--- config.mk ---
export PLATFORM = sky130hd
export DESIGN_NAME = prog_sequencer
export DESIGN_NICKNAME = d
export VERILOG_FILES = /design/src/rtl/prog_sequencer.sv
export SDC_FILE = /design/constraint.sdc
export NUM_CORES = 1
export LEC_CHECK = 0
export CORE_UTILIZATION = 30
export CTS_CLUSTER_SIZE = 16
export DETAILED_ROUTE_END_ITERATION = 10
export GPL_TIMING_DRIVEN = 0
export MAX_ROUTING_LAYER = met4
export PLACE_DENSITY = 0.61
export SLEW_MARGIN = 20
export SYNTH_ARGS = -nofsm -noshare
export SYNTH_HDL_FRONTEND = slang
export SYNTH_SLANG_ARGS = --single-unit
--- constraint.sdc ---
create_clock -name Clk -period 1.6 [get_ports Clk]
set_clock_uncertainty 0.15 [all_clocks]
set_input_delay 0.32 -clock Clk [delete_from_list [all_inputs] [get_ports Clk]]
set_output_delay 0.32 -clock Clk [all_outputs]
set_load 0.02 [all_outputs]
--- src/rtl/prog_sequencer.sv ---
// ============================================================================
// Module      : prog_sequencer
// Description : Program-launch controller. Detects Start edges, selects the
//               program base address, loads it into the PC, gates PC advance
//               while a program runs and reports Done / CycleCount / Err.
//               Optional watchdog enabled by defining PROG_WATCHDOG_EN.
// Revision    : 1.0 - initial release
// ============================================================================
`default_nettype none

module prog_sequencer #(
  parameter int A       = 10,
  parameter int NPROG   = 3,
  parameter int STRIDE  = 100,
  parameter int TIMEOUT = 4096
) (
  input  logic         Clk,
  input  logic         Reset,
  input  logic         Start,
  input  logic         HaltInst,
  output logic         PcLoad,
  output logic [A-1:0] PcLoadVal,
  output logic         PcEn,
  output logic         Done,
  output logic [1:0]   ProgNum,
  output logic [15:0]  CycleCount,
  output logic         Err
);

  typedef enum logic [2:0] {
    S_IDLE  = 3'd0,
    S_ARMED = 3'd1,
    S_LOAD  = 3'd2,
    S_RUN   = 3'd3,
    S_DONE  = 3'd4
  } state_t;

  localparam logic [1:0]   c_nprog  = 2'(NPROG);
  localparam logic [A-1:0] c_stride = A'(STRIDE);
`ifdef PROG_WATCHDOG_EN
  localparam logic [15:0]  c_timeout = 16'(TIMEOUT);
`endif

  // Reject out-of-range configurations at elaboration.
  if (NPROG < 1 || NPROG > 3 || TIMEOUT < 1 || TIMEOUT > 65535) begin : g_bad_params
    $error("prog_sequencer: NPROG must be 1..3 and TIMEOUT 1..65535");
  end

  state_t      r_state, w_state_nxt;
  logic        r_start_q;
  logic        r_done, w_done_nxt;
  logic [1:0]  r_prog, w_prog_nxt;
  logic [15:0] r_cnt, w_cnt_nxt;
  logic        r_err, w_err_nxt;

  logic        w_rise, w_fall, w_has_next;
  logic [15:0] w_cnt_sat;
  logic [A-1:0] w_idx, w_base;

  assign w_rise     = Start & ~r_start_q;
  assign w_fall     = ~Start & r_start_q;
  assign w_has_next = (r_prog < c_nprog);
  assign w_cnt_sat  = (r_cnt == 16'hFFFF) ? r_cnt : (r_cnt + 16'd1);

  // Base address is computed at PC width; overflow simply truncates.
  assign w_idx  = A'(r_prog) - A'(1);
  assign w_base = A'(w_idx * c_stride);

  // State and status registers.
  always_ff @(posedge Clk) begin
    if (Reset) begin
      r_state   <= S_IDLE;
      r_start_q <= 1'b0;
      r_done    <= 1'b0;
      r_prog    <= 2'd0;
      r_cnt     <= 16'd0;
      r_err     <= 1'b0;
    end else begin
      r_state   <= w_state_nxt;
      r_start_q <= Start;
      r_done    <= w_done_nxt;
      r_prog    <= w_prog_nxt;
      r_cnt     <= w_cnt_nxt;
      r_err     <= w_err_nxt;
    end
  end

  // Next-state and register-update logic; a rise always takes priority.
  always_comb begin
    w_state_nxt = r_state;
    w_done_nxt  = r_done;
    w_prog_nxt  = r_prog;
    w_cnt_nxt   = r_cnt;
    w_err_nxt   = r_err;
    case (r_state)
      S_IDLE, S_DONE: begin
        if (w_rise) begin
          if (w_has_next) begin
            w_prog_nxt  = r_prog + 2'd1;
            w_done_nxt  = 1'b0;
            w_state_nxt = S_ARMED;
          end else begin
            w_err_nxt   = 1'b1;
            w_done_nxt  = 1'b1;
            w_state_nxt = S_DONE;
          end
        end
      end
      S_ARMED: begin
        if (w_fall) begin
          w_state_nxt = S_LOAD;
        end
      end
      S_LOAD: begin
        w_cnt_nxt   = 16'd0;
        w_state_nxt = S_RUN;
      end
      S_RUN: begin
        // Every RUN cycle counts, including halt and abort cycles.
        w_cnt_nxt = w_cnt_sat;
        if (w_rise) begin
          if (w_has_next) begin
            w_prog_nxt  = r_prog + 2'd1;
            w_done_nxt  = 1'b0;
            w_state_nxt = S_ARMED;
          end else begin
            w_err_nxt   = 1'b1;
            w_done_nxt  = 1'b1;
            w_state_nxt = S_DONE;
          end
        end else if (HaltInst) begin
          w_done_nxt  = 1'b1;
          w_state_nxt = S_DONE;
        end
`ifdef PROG_WATCHDOG_EN
        else if (w_cnt_sat == c_timeout) begin
          w_done_nxt  = 1'b1;
          w_err_nxt   = 1'b1;
          w_state_nxt = S_DONE;
        end
`endif
      end
      default: begin
        w_state_nxt = S_IDLE;
      end
    endcase
  end

  assign PcLoad     = (r_state == S_LOAD);
  assign PcLoadVal  = (r_state == S_LOAD) ? w_base : '0;
  // Combinational gate so the PC stays parked on the halt instruction.
  assign PcEn       = (r_state == S_RUN) & ~HaltInst;
  assign Done       = r_done;
  assign ProgNum    = r_prog;
  assign CycleCount = r_cnt;
  assign Err        = r_err;

endmodule

`default_nettype wire

==> out/metrics.yaml <==
clock_tree:
  ctsLongestPathBuffers: 2
  numCtsBuffers: 3
  cts_hold_buffers: 0
  cts_max_level: 1
  numClockSinks: 24
  cts.clk_slew.worst_paths_ns: 0.09
  cts_tree: "yes"
  cts-root-buf: "clkbuf_8"
  insertion_delay_ns: 0.27
detailed_routing:
  dr.pass1.iters: 4
  post_drt_wl_per_cell_um: 15.74
  vias: 1849
  drcViolationCount: 0
  first_iter_violations: 112
  antenna_left: 0
  routed_wl_um: 5384
  viasPerCell: 5.406
power:
  leakage_nw: 1.144
  ir_drop_v: 0.0002866
  p_per_area_nw_per_um2: 472.0
die:
  die_area_um2: 5703
  core.rowCount: 26
  io-pin-count: 36
  die_w_um: 75.52
  start_util_pct: 31.35
  core_um2: 5172
  die_height_um: 75.52
yosys:
  synth_top_cells_by_area: "dfxtp_1 30%, ha_1 5.4%, nand4_1 3.5%"
  synth-async-reset-ratio_pct: 0
  ys.flop_type: "dfxtp_1"
  synth_cells: 194
  synth.top_cells.by_count: "24 x dfxtp_1, 13 x nand2_1, 11 x inv_1, 9 x nand4_1, 9 x o21ai_0"
  synth_most_common_cell: "dfxtp_1"
  syn_area_per_cell_um2: 8.359
  synth_edf_count: 0
  synth-seq-area-share_pct: 29.63
  yosysTopAreaCell: "dfxtp_1"
  ys_seq_elements: 24
  netlist_area_um2: 1622
  synth_top_area_share_pct: 29.63
  ys_types: 54
  yosys_warnings: 0
status:
  failed_checks: "negative setup slack"
  outcome: "finished with violations"
cells_and_area:
  insertedDiodeCount: 0
  fin_nets: 284
  nFillCells: 455
  utilization_pct: 54.14
  syn_to_final_growth_pct: 72.69
  drive_gt1_share_pct: 50.00
global_route:
  gr-total-overflow: 0
  track_usage_pct: 20.30
  grt_pass1_wl_um: 8328
  antenna_found_initial: 0
  grt_pass1_vias: 1697
  grt_max_degree: 14
placed_design:
  pre_cts_slack_ns: -0.5032
  dp_hpwl_um: 3194
  globalplace.congestion: 0.8459
  port_buffers: 33
sta:
  slew_viol_final: 0
  clock.fmax_mhz: 540.9
  rsz0062_at_grt: "true"
  setup_ws_ns: -0.2487
  fin_crit_ns: 1.849
  hold_violations: 0
  final-setup-viol-count: 30
  fin_crit_sh_pct: 115.5
run:
  drv_cap: 0
worst_setup_path:
  critical_path_class: "reg2out"
  cp_max_fo: 3
  endpoint_kind: "output port"
  worstPathRequired_ns: 1.13
  ff2ff_path_depth: 7
  arrival_ns: 1.38
  startpoint_type: "flip-flop"
worst_hold_path:
  hp-class: "reg2reg"
  hold_depth: 2
[sequential cells by signal (all words and copies together) (netlist names)]
name and flops:
CycleCount 16, Done 1, Err 1, ProgNum 2
r_start_q 1, r_state 3
[final timing paths]
check | start | endpoint | slack [ns]
setup / recovery | ProgNum[0]$_SDFFE_PP0P_ | PcLoadVal[6] | -0.25
setup reg to reg | CycleCount[0]$_SDFFE_PP0P_ | CycleCount[13]$_SDFFE_PP0P_ | -0.20
hold / removal | Err$_SDFFE_PP0P_ | Err$_SDFFE_PP0P_ | 0.32
hold reg to reg | Err$_SDFFE_PP0P_ | Err$_SDFFE_PP0P_ | 0.32
[cell usage in the layout, fill, tap and decap left out, types with 5 or more instances in the layout]
| cell | instances |
|---|---|
| a31oi_1 | 7 |
| buf_4 | 27 |
| buf_6 | 31 |
| dfxtp_1 | 5 |
| dfxtp_2 | 10 |
| dfxtp_4 | 9 |
| dlygate4sd2_1 | 18 |
| inv_1 | 9 |
| nand2_1 | 13 |
| nand3_1 | 7 |
| nand4_1 | 9 |
| nor2_1 | 6 |
| o211ai_1 | 7 |
[through the flow]
step / total power (W) / setup TNS, ns / cells / hold slack (ns) / area, um^2
after CTS: 0.001307 / -3.302 / 334 / 0.3291 / 2650
after detailed placement: 0.0008567 / -9.280 / 298 / 0.3135 / 2167
after global placement: 0.0008555 / -9.515 / 298 / 0.3045 / 2167
after floorplan: 0.0007865 / -0.01721 / 195 / 0.2982 / 1749
final: 0.001322 / -3.590 / 342 / 0.3234 / 2800
after global routing: 0.001388 / -5.587 / 342 / 0.3469 / 2800
[worst max-delay path, stage by stage, from the launching register on]
cell     delay (ns)
dfxtp_4        0.37
buf_6          0.12
ha_4           0.15
xor2_2         0.15
nor3_2         0.15
buf_4          0.16
[timing repair]
action	in CTS	in global routing
resized for setup	132	33
gates cloned	1	0
endpoints found under the setup margin	52	33
buffers inserted	31	11
pin swaps	28	22
[where the power goes]
part / internal (W) / switching (W) / total [W]
clock network: 0.000172 / 0.000206 / 0.000378
registers: 0.000597 / 0.0000137 / 0.000611
logic: 0.000161 / 0.000173 / 0.000333
total: 0.000930 / 0.000392 / 0.00132
[cell families after synthesis]
family / share of synthesized area (%)
xor gates and xnor gates: 1.080
DFF: 29.63
muxes: 1.235
adders and majority gates: 5.401
AOI/OAI and AO/OA: 22.45
other: 0.2313
buffers and inverters: 9.953
and+or+nand+nor: 30.02
[cell type report]
type	count	area, um^2	share of cell area [%]
inverters	11	46.29	1.653
flip-flops and latches	24	526.8	18.81
clock buffers	3	41.29	1.475
well taps	70	87.58	3.128
clock inverters	1	3.754	0.1340
multi-input cells	145	1252	44.73
repair buffers	73	680.7	24.31
plain buffers	15	161.4	5.764
[metal layers]
layer  vias up  wire (um)  share of wire [%]  GRT usage (%)
met1       874       2352                 44          25.76
li1        887          -                  -              -
met3        10        302                5.6          2.249
met4         0        102                1.9          8.025
met5         -          0                  0              -
met2        78       2626                 49          33.04
(Power assumes the default switching activity.)
